--- src/rtl/wb_chip_bus_if.sv ---
// Host-side Wishbone bundle for the chip backdoor interconnect.
// The master modport is the host; the slave modport is the interconnect.
interface wb_chip_bus_if;
  logic [31:0] wb_addr_i;
  logic [31:0] wb_data_i;
  logic        wb_cyc_i;
  logic        wb_strobe_i;
  logic        wb_we_i;
  logic [31:0] wb_data_o;
  logic        wb_ack_o;
  logic        wb_err_o;

  modport master (
    output wb_addr_i,
    output wb_data_i,
    output wb_cyc_i,
    output wb_strobe_i,
    output wb_we_i,
    input  wb_data_o,
    input  wb_ack_o,
    input  wb_err_o
  );

  modport slave (
    input  wb_addr_i,
    input  wb_data_i,
    input  wb_cyc_i,
    input  wb_strobe_i,
    input  wb_we_i,
    output wb_data_o,
    output wb_ack_o,
    output wb_err_o
  );
endinterface

--- src/rtl/wb_chip_bus.sv ---
// Registered Wishbone backdoor interconnect: one host master to NUM_ROMS ROM
// and NUM_RAMS RAM chip backdoor ports. One transfer outstanding at a time.
//
// Optional feature macro: WB_BUS_TIMEOUT_EN
//   defined   - a REQ that sees no selected ack for TIMEOUT_CYCLES cycles
//               ends with a bus error.
//   undefined - REQ waits for ack or host abort indefinitely.
//
// state | meaning
// ------+-----------------------------------------------------------
// IDLE  | waiting for host cyc & strobe; latches address/data/we
// REQ   | s_cyc_o and one slave strobe high, waiting for its ack
// RESP  | single-cycle wb_ack_o or wb_err_o to the host
module wb_chip_bus #(
  parameter int NUM_ROMS       = 1,
  parameter int NUM_RAMS       = 2,
  parameter int TIMEOUT_CYCLES = 15
) (
  input  logic                     clock,
  input  logic                     reset_n,
  wb_chip_bus_if.slave             host,
  output logic [31:0]              s_addr_o,
  output logic [31:0]              s_data_o,
  output logic                     s_we_o,
  output logic                     s_cyc_o,
  output logic [NUM_ROMS-1:0]      rom_strobe_o,
  output logic [NUM_RAMS-1:0]      ram_strobe_o,
  input  logic [32*NUM_ROMS-1:0]   rom_data_i,
  input  logic [NUM_ROMS-1:0]      rom_ack_i,
  input  logic [32*NUM_RAMS-1:0]   ram_data_i,
  input  logic [NUM_RAMS-1:0]      ram_ack_i
);

  if (NUM_ROMS < 1 || NUM_ROMS > 16 || NUM_RAMS < 1 || NUM_RAMS > 16 ||
      TIMEOUT_CYCLES < 1 || TIMEOUT_CYCLES > 255) begin : g_param_check
    $error("wb_chip_bus: parameter out of legal range");
  end

  localparam logic [1:0] ST_IDLE = 2'd0;
  localparam logic [1:0] ST_REQ  = 2'd1;
  localparam logic [1:0] ST_RESP = 2'd2;

  logic [1:0]          state_q;
  logic [31:0]         addr_q;
  logic [31:0]         wdata_q;
  logic                we_q;
  logic                cyc_q;
  logic [NUM_ROMS-1:0] rom_stb_q;
  logic [NUM_RAMS-1:0] ram_stb_q;
  logic                ack_q;
  logic                err_q;
  logic [31:0]         rdata_q;

  logic [NUM_ROMS-1:0] rom_dec;
  logic [NUM_RAMS-1:0] ram_dec;
  logic                dec_mapped;
  logic                host_req;
  logic                sel_ack;
  logic [31:0]         sel_data;
  logic                tmo_hit;

  assign host_req = host.wb_cyc_i & host.wb_strobe_i;

  // Decode of the address being latched; the one-hot result is registered
  // straight into the strobe flops so REQ needs no further decode.
  always_comb begin
    rom_dec = '0;
    ram_dec = '0;
    for (int k = 0; k < NUM_ROMS; k++) begin
      rom_dec[k] = (host.wb_addr_i[17:16] == 2'd0) && (host.wb_addr_i[13:10] == 4'(k));
    end
    for (int k = 0; k < NUM_RAMS; k++) begin
      ram_dec[k] = (host.wb_addr_i[17:16] == 2'd1) && (host.wb_addr_i[12:9] == 4'(k));
    end
    dec_mapped = (|rom_dec) | (|ram_dec);
  end

  // Only the strobed slave can complete the transfer; masking acks and data
  // with the one-hot strobe ignores everyone else.
  always_comb begin
    sel_ack  = (|(rom_ack_i & rom_stb_q)) | (|(ram_ack_i & ram_stb_q));
    sel_data = '0;
    for (int k = 0; k < NUM_ROMS; k++) begin
      if (rom_stb_q[k]) sel_data = sel_data | rom_data_i[32*k +: 32];
    end
    for (int k = 0; k < NUM_RAMS; k++) begin
      if (ram_stb_q[k]) sel_data = sel_data | ram_data_i[32*k +: 32];
    end
  end

`ifdef WB_BUS_TIMEOUT_EN
  logic [7:0] tmo_cnt_q;

  // Counts cycles spent in REQ; held at zero elsewhere so REQ entry starts at 0.
  always_ff @(posedge clock or negedge reset_n) begin
    if (!reset_n) begin
      tmo_cnt_q <= 8'd0;
    end else if (state_q == ST_REQ) begin
      tmo_cnt_q <= tmo_cnt_q + 8'd1;
    end else begin
      tmo_cnt_q <= 8'd0;
    end
  end

  assign tmo_hit = (tmo_cnt_q == 8'(TIMEOUT_CYCLES));
`else
  assign tmo_hit = 1'b0;
`endif

  // Transfer sequencer: latch, strobe one slave, capture its response, reply once.
  always_ff @(posedge clock or negedge reset_n) begin
    if (!reset_n) begin
      state_q   <= ST_IDLE;
      addr_q    <= '0;
      wdata_q   <= '0;
      we_q      <= 1'b0;
      cyc_q     <= 1'b0;
      rom_stb_q <= '0;
      ram_stb_q <= '0;
      ack_q     <= 1'b0;
      err_q     <= 1'b0;
      rdata_q   <= '0;
    end else begin
      case (state_q)
        ST_IDLE: begin
          ack_q   <= 1'b0;
          err_q   <= 1'b0;
          rdata_q <= '0;
          if (host_req) begin
            addr_q    <= host.wb_addr_i;
            wdata_q   <= host.wb_data_i;
            we_q      <= host.wb_we_i;
            rom_stb_q <= rom_dec;
            ram_stb_q <= ram_dec;
            if (dec_mapped) begin
              cyc_q   <= 1'b1;
              state_q <= ST_REQ;
            end else begin
              err_q   <= 1'b1;
              state_q <= ST_RESP;
            end
          end
        end

        ST_REQ: begin
          if (!host.wb_cyc_i) begin
            // Host abandoned the cycle: withdraw silently.
            cyc_q     <= 1'b0;
            rom_stb_q <= '0;
            ram_stb_q <= '0;
            state_q   <= ST_IDLE;
          end else if (sel_ack) begin
            // Ack beats timeout expiry in the same cycle.
            cyc_q     <= 1'b0;
            rom_stb_q <= '0;
            ram_stb_q <= '0;
            ack_q     <= 1'b1;
            rdata_q   <= we_q ? 32'd0 : sel_data;
            state_q   <= ST_RESP;
          end else if (tmo_hit) begin
            cyc_q     <= 1'b0;
            rom_stb_q <= '0;
            ram_stb_q <= '0;
            err_q     <= 1'b1;
            state_q   <= ST_RESP;
          end
        end

        ST_RESP: begin
          ack_q   <= 1'b0;
          err_q   <= 1'b0;
          rdata_q <= '0;
          state_q <= ST_IDLE;
        end

        default: begin
          cyc_q     <= 1'b0;
          rom_stb_q <= '0;
          ram_stb_q <= '0;
          ack_q     <= 1'b0;
          err_q     <= 1'b0;
          rdata_q   <= '0;
          state_q   <= ST_IDLE;
        end
      endcase
    end
  end

  assign s_addr_o       = addr_q;
  assign s_data_o       = wdata_q;
  assign s_we_o         = we_q;
  assign s_cyc_o        = cyc_q;
  assign rom_strobe_o   = rom_stb_q;
  assign ram_strobe_o   = ram_stb_q;
  assign host.wb_ack_o  = ack_q;
  assign host.wb_err_o  = err_q;
  assign host.wb_data_o = rdata_q;

endmodule

--- src/flat_wrapper.sv ---
// flat-port wrapper written by rule: the top's interface ports become plain ports
module wb_chip_bus_flat 
#(
  parameter int NUM_ROMS       = 1,
  parameter int NUM_RAMS       = 2,
  parameter int TIMEOUT_CYCLES = 15
)
  (clock, reset_n, s_addr_o, s_data_o, s_we_o, s_cyc_o, rom_strobe_o, ram_strobe_o, rom_data_i, rom_ack_i, ram_data_i, ram_ack_i, host_wb_addr_i, host_wb_data_i, host_wb_cyc_i, host_wb_strobe_i, host_wb_we_i, host_wb_data_o, host_wb_ack_o, host_wb_err_o);
  wb_chip_bus_if host_i ();
  input  logic clock;
  input  logic reset_n;
  output logic [31:0] s_addr_o;
  output logic [31:0] s_data_o;
  output logic s_we_o;
  output logic s_cyc_o;
  output logic [NUM_ROMS-1:0] rom_strobe_o;
  output logic [NUM_RAMS-1:0] ram_strobe_o;
  input  logic [32*NUM_ROMS-1:0] rom_data_i;
  input  logic [NUM_ROMS-1:0] rom_ack_i;
  input  logic [32*NUM_RAMS-1:0] ram_data_i;
  input  logic [NUM_RAMS-1:0] ram_ack_i;
  input wire logic [$bits(host_i.wb_addr_i)-1:0] host_wb_addr_i;
  input wire logic [$bits(host_i.wb_data_i)-1:0] host_wb_data_i;
  input wire logic [$bits(host_i.wb_cyc_i)-1:0] host_wb_cyc_i;
  input wire logic [$bits(host_i.wb_strobe_i)-1:0] host_wb_strobe_i;
  input wire logic [$bits(host_i.wb_we_i)-1:0] host_wb_we_i;
  output wire logic [$bits(host_i.wb_data_o)-1:0] host_wb_data_o;
  output wire logic [$bits(host_i.wb_ack_o)-1:0] host_wb_ack_o;
  output wire logic [$bits(host_i.wb_err_o)-1:0] host_wb_err_o;
  assign host_i.wb_addr_i = host_wb_addr_i;
  assign host_i.wb_data_i = host_wb_data_i;
  assign host_i.wb_cyc_i = host_wb_cyc_i;
  assign host_i.wb_strobe_i = host_wb_strobe_i;
  assign host_i.wb_we_i = host_wb_we_i;
  assign host_wb_data_o = host_i.wb_data_o;
  assign host_wb_ack_o = host_i.wb_ack_o;
  assign host_wb_err_o = host_i.wb_err_o;
  wb_chip_bus #(.NUM_ROMS(NUM_ROMS), .NUM_RAMS(NUM_RAMS), .TIMEOUT_CYCLES(TIMEOUT_CYCLES)) u_core (.clock(clock), .reset_n(reset_n), .host(host_i), .s_addr_o(s_addr_o), .s_data_o(s_data_o), .s_we_o(s_we_o), .s_cyc_o(s_cyc_o), .rom_strobe_o(rom_strobe_o), .ram_strobe_o(ram_strobe_o), .rom_data_i(rom_data_i), .rom_ack_i(rom_ack_i), .ram_data_i(ram_data_i), .ram_ack_i(ram_ack_i));
endmodule
--- config.mk ---
export PLATFORM = sky130hd
export DESIGN_NAME = wb_chip_bus_flat
export DESIGN_NICKNAME = d
export VERILOG_FILES = /design/src/rtl/wb_chip_bus_if.sv /design/src/rtl/wb_chip_bus.sv /design/src/flat_wrapper.sv
export SDC_FILE = /design/constraint.sdc
export NUM_CORES = 1
export LEC_CHECK = 0
export CAP_MARGIN = 5
export CELL_PAD_IN_SITES_DETAIL_PLACEMENT = 2
export CELL_PAD_IN_SITES_GLOBAL_PLACEMENT = 2
export CORE_AREA = 2 2 152 139
export DETAILED_ROUTE_END_ITERATION = 12
export DIE_AREA = 0 0 154 141
export PLACE_DENSITY_LB_ADDON = 0.1
export SKIP_CTS_REPAIR_TIMING = 1
export SLEW_MARGIN = 15
export SYNTH_ARGS = -nofsm -noshare
export SYNTH_HDL_FRONTEND = slang
export SYNTH_SLANG_ARGS = --single-unit
--- constraint.sdc ---
create_clock -name clock -period 2.6 [get_ports clock]
set_clock_uncertainty 0.15 [all_clocks]
set_input_delay 0.52 -clock clock [delete_from_list [all_inputs] [get_ports clock]]
set_output_delay 0.52 -clock clock [all_outputs]
set_load 0.1 [all_outputs]
### After elaboration in Yosys (flattened, before gate mapping)

Index checks and enable logic that the tools add are counted.

| cells by class | value |
|---|---|
| mux-type cells | 29 |
| add/subtract/negate cells | 0 |
| reduce and logical (&&, ||, !) cells | 14 |
| order comparisons | 0 |
| shift-type cells | 0 |
| div/mod/pow operators | 0 |
| $mul | 0 |
| eq/ne operators | 9 |
| bitwise logic cells | 8 |

Operator list:

| operator | number |
|---|---|
| 2-to-1 mux 32 bit | 7 |
| bitwise OR 32 bit | 2 |
| 2-to-1 mux 2 bit | 7 |
| 2-to-1 mux 1 bit | 10 |
| logical NOT 4 bit | 2 |
| != test 2 x 1 -> 1 bit, second input constant | 3 |
| case mux 1 bit (3 select lines) | 2 |
| case mux 2 bit (3 select lines) | 1 |
| AND reduction 2 bit | 3 |
| == test 2 x 1 -> 1 bit, second input constant | 2 |
| == test 4 x 1 -> 1 bit, second input constant | 1 |
| logical NOT 2 bit | 2 |
| case mux 2 bit (2 select lines) | 1 |
| AND reduction 4 bit | 1 |
| OR reduction 2 bit | 2 |
| logical AND 1 bit | 3 |
| != test 3 x 2 -> 1 bit, second input constant | 1 |
| AND reduction 3 bit | 1 |
| AND 1 bit | 2 |
| AND 2 bit | 1 |
| == test 2 bit, second input constant | 1 |
| != test 2 bit, second input constant | 1 |
| bitwise OR 1 bit | 2 |
| case mux 1 bit (2 select lines) | 1 |
| inverter 1 bit | 1 |

| storage, ports and cells | value |
|---|---|
| bits in read-only memories | 0 |
| memory bits (writable) | 0 |
| word-level logic and storage cells | 70 |
| input port bits | 168 |
| memories | 0 |
| register bits after elaboration | 105 |
| latch bits | 0 |

### Longest topological paths before layout

Gate-level depths: netlist of run 1.

| depth | value |
|---|---|
| depth in word-level cells | 9 |
| depth in mapped cells | 6 |
| gate-level depth less buffers | 3 |

### Worst setup path before layout of run 1

OpenSTA, ideal clock, no wires.

| timing | value |
|---|---|
| path kind | register -> register |
| start point | register u_core.ram_stb_q[0], in the netlist u_core.ram_strobe_o[0] |
| end point | register u_core.rdata_q[0], in the netlist u_core.host.wb_data_o[0] |
| data arrival time | 2.238 ns |
| period minus slack after synthesis | 2.465 ns |
| data required time | 2.372 ns |
| setup time | 0.078 ns |
| path slack | 0.135 ns |
| stages on the path, launching flop included | 7 |
| path buffers | 3 |
| cells stage by stage | dfrtp_1 > buf_2 > a222oi_1 > or4b_1 > buf_4 > buf_6 > o2bb2ai_1 |

| between the ends | value |
|---|---|
| cells in the longest elaborated chain, start to end | 7 |

RTL lines:

| item | RTL line | RTL |
|---|---|---|
| start: declaration | wb_chip_bus.sv:49 | `logic [NUM_RAMS-1:0] ram_stb_q;` |
| start signal: assignment | wb_chip_bus.sv:134 | `ram_stb_q <= ram_dec;` |
| 2-to-1 mux 32 bit | wb_chip_bus.sv:87 | `if (ram_stb_q[k]) sel_data = sel_data \| ram_data_i[32*k +: 32];` |
| bitwise OR 32 bit | wb_chip_bus.sv:87 |  |
| 2-to-1 mux 32 bit | wb_chip_bus.sv:87 |  |
| 2-to-1 mux 32 bit | wb_chip_bus.sv:158 | `rdata_q <= we_q ? 32'd0 : sel_data;` |
| 2-to-1 mux 32 bit | wb_chip_bus.sv:152 | `end else if (sel_ack) begin` |
| 2-to-1 mux 32 bit | wb_chip_bus.sv:146 | `if (!host.wb_cyc_i) begin` |
| 2-to-1 mux 32 bit | wb_chip_bus.sv:124 | `case (state_q)` |
| end signal: assignment | wb_chip_bus.sv:158 |  |
| end: declaration | wb_chip_bus.sv:52 | `logic [31:0] rdata_q;` |

Parallel ways exist; a longest one is shown, timed or not. The select of a mux whose other input is x is not followed.
A chain may end at the register's enable or synchronous reset.

### Worst setup path after layout of run 1

| timing | value |
|---|---|
| start point | input port host_wb_cyc_i |
| end point | register u_core.rdata_q[18], in the netlist u_core.host.wb_data_o[18] |

| between the ends | value |
|---|---|
| cells in the longest elaborated chain, start to end | 2 |

RTL lines:

| item | RTL line | RTL |
|---|---|---|
| start: declaration | flat_wrapper.sv:24 | `input wire logic [$bits(host_i.wb_cyc_i)-1:0] host_wb_cyc_i;` |
| != test 2 bit (no line) | -- |  |
| AND reduction 2 bit (no line) | -- |  |

Every way passes these cells.

==> results of run 1 <==
## area by class of cell
| class | instances | share of cell area [%] |
|---|---|---|
| Clock buffer | 11 | 3.14 |
| Sequential cell | 105 | 35.5 |
| Clock inverter | 3 | 0.253 |
| Inverter | 7 | 0.355 |
| Tap cell | 260 | 4.39 |
| Antenna cell | 1 | 0.0338 |
| Timing Repair Buffer | 282 | 35.2 |
| Multi-Input combinational cell | 157 | 21.1 |
## power by group
part / internal [W] / total, W / switching, W / leakage (nW)
combinational: 0.000650 / 0.00240 / 0.00175 / 1.67
clock: 0.000641 / 0.00123 / 0.000586 / 0.126
sequential: 0.00183 / 0.00195 / 0.000115 / 1.32
total: 0.00312 / 0.00557 / 0.00245 / 3.11
## worst max-delay path: stages
cell and delay (ps):
clkdlybuf4s50_1 530, inv_1 110, or4b_1 500, buf_4 260, o2bb2ai_1 220
## flip-flops by register name (all words and copies together), names as in the netlist
signal	count
u_core.host.wb_ack_o	1
u_core.host.wb_data_o	32
u_core.host.wb_err_o	1
u_core.ram_strobe_o	2
u_core.rom_strobe_o	1
u_core.s_addr_o	32
u_core.s_cyc_o	1
u_core.s_data_o	32
u_core.s_we_o	1
u_core.state_q	2
## layout by cell type, fill, tap and decap left out, types with 2 or more instances in the layout
master	Yosys	layout
a222oi_1	33	33
clkinv_2	0	2
dfrtp_1	105	105
buf_12	0	6
inv_1	7	7
o22ai_1	2	2
o21a_1	2	2
o2bb2ai_1	28	28
buf_4	2	110
nand2b_1	2	2
clkdlybuf4s50_1	0	166
and3b_1	2	2
mux2_2	65	65
nand2_1	3	3
nor2_1	2	2
clkbuf_1	9	2
o2bb2ai_2	4	4
clkbuf_16	0	9
## worst max path at each step
stage                                            to  cells after the start
after floorplan            u_core.host.wb_data_o[0]                      6
after global placement           u_core.s_addr_o[7]                      4
after detailed placement         u_core.s_data_o[3]                      4
after CTS                       u_core.s_data_o[18]                      4
after global routing       u_core.host.wb_data_o[7]                      4
final                     u_core.host.wb_data_o[18]                      5
## through the flow
| stage | total power, W | utilization [%] | area [um2] |
|---|---|---|---|
| after floorplan | 0.00364 | - | 4380 |
| after global placement | 0.00436 | 35.2 | 7150 |
| after detailed placement | 0.00439 | 35.2 | 7150 |
| after CTS | 0.00567 | 36.4 | 7400 |
| after global routing | 0.00583 | 36.4 | 7400 |
| final | 0.00557 | 36.4 | 7410 |
## cells by family (layout without fill, tap and decap cells)
group           after synthesis  in the layout
compound gates               76             76
other cells                   0              1
mux                          65             65
simple gates                 16             16
buf+inv                      34            303
flops                       105            105
## metal layers
metal / vias to the layer above / global-route usage (%) / routed length [um]
met3: 13 / 7.04 / 1710
met5: - / 0 / 0
met2: 191 / 23.8 / 7400
met1: 1861 / 17.7 / 6370
li1: 1698 / - / -
met4: 0 / 3.59 / 220
==> results.md, run 1 <==
* Total Routed Length at 15.7 mm
* Global-route wire length before repair at around 25 mm
* Fin cells at 826
* Xor/xnor share of the synthesized area at 0%
* Clock buffer count from CTS at 9
* Largest net degree at the start of global routing at between 50 and 60
* Syn Nets at around 460
* Sequential share of the synthesized area at 60.0%
* Final worst-path cycle share at approximately 79%
* Number of synthesized flops with an enable pin at 0
* CORE AREA at just over 20000 um2
* Die Y-Extent at between 100 and 150 um
* DR vias/cell at approximately 4.6
* Clock Path Buffers at 2
* Crit path from: host_wb_cyc_i
* Reg2Reg Depth at 4
* Final number of setup-violating endpoints at 0
* Gr ovfl total at 0
* Worst Path Required at ~2700 ps
* Top post-synthesis cells by area: dfrtp_1 60%, mux2_2 17%, a222oi_1 7.5%
* Ys flop type: dfrtp_1
* Final antenna-violating net count at 0
* Initial DRC Count at 199
* Syn_area_per_cell at 14.8 um2
* CTS tree: done
* #FFs+latches synth at ~110
* # clock sinks at around 110
* Critical Path Source Type: input port
* Worst-path clk slew at around 70 ps
* Routability cong. at around 0.73
* Worst Setup End Kind: flip-flop
* Setup WS pre-CTS at 165 ps
* Routed vias at 3763
* FF-to-FF End: u_core.host.wb_data_o[18]
* Final WS setup at approximately 560 ps
* Vias in the first global route at ~4300
* Mux cell area share after synthesis at 16.7%
* Largest family of logic cells by synthesized area: multiplexers
* Crit path max fanout at 32
* Htree depth at 3
* GR Util All Layers at 14.7%
* Pins over their slew limit at 0
* I/O Pins at about 270
* Commonest cells post-synth: 105 x dfrtp_1, 65 x mux2_2, 33 x a222oi_1
* PortBufs at 270
* Layout cells sized above 1 at between 30% and 40%
* Wirelength per Cell at 19.0 um
* Setup TNS Final at 0 ps
* Headroom to the max-slew limit at 67.2%
* Peak supply drop at 0.000359 V
* DRT Pass-1 Iters at 8
* Rows at 50
* Inst Count DP at between 800 and 900
* Yosys top cell area share at around 60%
* Unrepaired setup endpoints after global routing: no
* Synth Area in Adders at 0%
* Fin. Hold Viols at 9
* Failing checks: negative hold slack
* Synth async-reset ratio at 100%
* Starting Density at 21.5%
* Period minus WS final at roughly 2000 ps
* Initial antenna violation count at 0
* Maxcap violations at 0
* Worst path arrival time at about 2200 ps
* Area of the mapped netlist at ~4400 um2
* Die Width at ~150 um
* Status: finished with violations
* Multi-input logic area at between 1500 and 2000 um2
* Cell variety after synth at 30
* Fill count at 2117
* Worst Tran Pin Value at 491 ps
* Synth Area in Compound Gates at between 10% and 20%
* Hpwl dp at 11.9 mm
* RR Startpoint: u_core.state_q[0]
* Post-synthesis cell count at between 200 and 300
* Hold crit path type: in2async
* CP Class: in2reg
* Synth Warn # at 0
* Simple-Gate Fraction of Synth Area at 2.34%
* Nets at 730
* Clock latency on the worst-skew pair at ~340 ps
* Die ar. at 21700 um2
* DRC Markers at 0
* Fmax at 489 MHz
* Most numerous cell in the Yosys netlist: dfrtp_1
* Sequential cell area at roughly 2600 um2
* CTS root buffer: clkbuf_16
* R2R Setup Slk at slightly above 600 ps
* Area growth, synth to finish at 69.2%
* Worst hold slack at -13.4 ps
* Pleak at ~3.1 nW
* Synth area leader: dfrtp_1
* PwrDens at ~750 nW/um2
No activity file was read; power rests on OpenSTA's default activity.
==> run 2, diff against run 1 <==
--- a/config.mk
+++ b/config.mk
@@ -8,9 +8,9 @@
 export CAP_MARGIN = 5
 export CELL_PAD_IN_SITES_DETAIL_PLACEMENT = 2
 export CELL_PAD_IN_SITES_GLOBAL_PLACEMENT = 2
-export CORE_AREA = 2 2 152 139
+export CORE_AREA = 2 2 159 146
 export DETAILED_ROUTE_END_ITERATION = 12
-export DIE_AREA = 0 0 154 141
+export DIE_AREA = 0 0 161 148
 export PLACE_DENSITY_LB_ADDON = 0.1
 export SKIP_CTS_REPAIR_TIMING = 1
 export SLEW_MARGIN = 15
==> constraint.sdc (replaced) <==
create_clock -name clock -period 1.82 [get_ports clock]
set_clock_uncertainty 0.15 [all_clocks]
set_input_delay 0.364 -clock clock [delete_from_list [all_inputs] [get_ports clock]]
set_output_delay 0.364 -clock clock [all_outputs]
set_load 0.1 [all_outputs]
==> run 2 against run 1 <==
  * Highest routed layer unchanged
  * Die area up 9.7%
  * Global-route usage about the same
  * Critical endpoint is now u_core.host.wb_data_o[16]
  * Critical path depth up 1
  * Largest cell class is now non-clock buffers
  * Combinational power up 82%
  * Final cell count up 8.1%
  * Register-to-register slack worse by 640 ps
  * Clock power up 65%
  * Cell area up 29%
  * The flow finishes with violations (negative setup slack)
  * Sequential power up 51%
  * Non-clock buffer count up 28
  * Via count up 4.5%
==> results.md, run 2 (synthesis gave the netlist of run 1 again) <==
* Worst path cell trace: clkdlybuf4s50_1, a222oi_1, buf_4, or4b_4, clkbuf_16, o2bb2ai_2
* Fin. Hold Viols at 0
* Most frequent cells in the layout: 163 x clkdlybuf4s50_1, 111 x buf_12, 102 x dfrtp_1
* Total Routed Length at between 15 and 20 mm
* Nets at 758
* Post-route design area at between 9000 and 10000 um2
* Worst hold slack at approximately 250 ps
* Worst Path Required at 1950 ps
* Reg2Reg Depth at 5
* Crit path max fanout at 8
* DRC Markers at 0
* Vias in the first global route at 4506
* Unrepaired setup endpoints after global routing: yes
* Die Width at around 160 um
* Clock latency on the worst-skew pair at 350 ps
* Htree depth at 3
* Die Y-Extent at 148 um
* Area growth, synth to finish at 118%
* DRT Pass-1 Iters at 6
* Routed vias at approximately 3900
* Status: finished with violations
* Period minus WS final at roughly 1800 ps
* PortBufs at 270
* DR vias/cell at about 4.4
* Clock Path Buffers at 2
* Power share of the clock group at between 20 and 25%
* Net Sw Power at 0.00378 W
* CP Class: in2reg
* Final antenna-violating net count at 0
* CORE AREA at 22100 um2
* CTS root buffer: clkbuf_16
* Initial antenna violation count at 1
* Failing checks: negative setup slack
* Net Sw Frac at ~40%
* Pleak at roughly 4 nW
* Tot Pwr at just over 0.009 W
* Final WS setup at -15.8 ps
* Worst-path clk slew at around 70 ps
* Wirelength per Cell at about 21 um
* R2R Setup Slk at -20 ps
* Final number of setup-violating endpoints at 6
* Worst Tran Pin Value at between 500 and 600 ps
* Max incr delay on CP at between 500 and 600 ps
* Global-route wire length before repair at around 27 mm
* Largest net degree at the start of global routing at 38
* Die ar. at approximately 24000 um2
* Placed cell areas at slightly below 9000 um2
* Routability cong. at approximately 0.77
* FF-to-FF End: u_core.host.wb_data_o[16]
* Rows at 52
* Logic pwr share at about 47%
* Initial DRC Count at 200
* I/O Pins at ~270
* RR Startpoint: u_core.rom_strobe_o
* Fmax at about 540 MHz
* Most common cell after layout, fill and taps aside: clkdlybuf4s50_1
* Gr ovfl total at 0
* Clock buffer count from CTS at 9
* Fill count at roughly 2200
* Worst path slowest cell: or4b_4
* Starting Density at between 15 and 20%
* Final worst-path cycle share at 101%
* Internal Power at 0.00555 W
* Sequential power share at between 30% and 40%
* CTS tree: done
* Hpwl dp at roughly 13 mm
* Hold crit path type: in2async
* Headroom to the max-slew limit at a little over three fifths
* Inst Count DP at 863
* Worst Setup End Kind: flip-flop
* Fin cells at 893
* Pins over their slew limit at 0
* Worst path arrival time at roughly 2000 ps
* Critical Path Source Type: input port
* # clock sinks at ~110
* Maxcap violations at 0
* GR Util All Layers at 14.7%
* PwrDens at approximately 980 nW/um2
* Layout cells sized above 1 at between 40% and 50%
* Peak supply drop at slightly above 0.0005 V
[run 2: changes by cell type in the layout (fill, tap and decap cells not counted), sizes merged]
cell / before / now
bufinv: 0 / 1
dlymetal6s2s: 0 / 3
buf: 116 / 137
clkinvlp: 0 / 1
dlygate4sd3: 0 / 1
clkbuf: 11 / 18
clkdlybuf4s50: 166 / 163
inv: 8 / 7
[run 2: cell type report]
class | count | area (um2) | area share (%)
timing repair buffer | 310 | 4290 | 45.0
sequential | 105 | 2640 | 27.7
multi-input combinational | 157 | 1890 | 19.9
clock buffer | 12 | 256 | 2.69
clock inverter | 4 | 51.3 | 0.538
inverter | 7 | 26.3 | 0.276
tap | 297 | 372 | 3.90
antenna | 1 | 2.50 | 0.0263
[run 2: power groups by stage]
stage	Combinational [W]	Sequential (W)	Clock, W
after floorplan	0.000353	0.00485	0
after global placement	0.00419	0.00295	0
after detailed placement	0.00423	0.00298	0
after CTS	0.00424	0.00294	0.00214
after global routing	0.00449	0.00299	0.00223
final	0.00436	0.00294	0.00203
[run 2: how the worst max path moves through the flow]
stage / slack (ps) / depth (start not counted) / endpoint / startpoint
after global routing: -120 / 5 / u_core.host.wb_data_o[21] / u_core.rom_strobe_o
after detailed placement: -420 / 5 / u_core.s_addr_o[19] / host_wb_strobe_i
after floorplan: -340 / 6 / u_core.host.wb_data_o[0] / u_core.rom_strobe_o
after global placement: -350 / 5 / u_core.s_addr_o[16] / host_wb_strobe_i
after CTS: -120 / 2 / rom_strobe_o / u_core.rom_strobe_o
final: -20 / 6 / u_core.host.wb_data_o[16] / ram_ack_i[1]
[run 2: stage by stage]
| step | TNS (ps) | setup WS (ps) | util (%) |
|---|---|---|---|
| after global placement | -32320 | -345 | 39.3 |
| after floorplan | -10890 | -338 | - |
| after global routing | -3640 | -119 | 43.1 |
| after CTS | -1120 | -122 | 40.7 |
| final | -51.6 | -15.8 | 43.1 |
| after detailed placement | -37040 | -418 | 39.3 |
[run 2: critical path, delay by kind of cell]
| kind | cells | cell delay (ps) |
|---|---|---|
| AND/OR/NAND/NOR | 1 | 550 |
| buffers and inverters | 3 | 830 |
| AO/OA/AOI/OAI | 2 | 210 |
[run 2: layer usage]
metal  GRT usage [%]  wire (um)  up-vias
met1            16.4       7020     2004
met5               0          0        -
met2            25.1       9590      170
met4            4.02        187        0
li1                -          -     1749
met3            7.27       1960       10
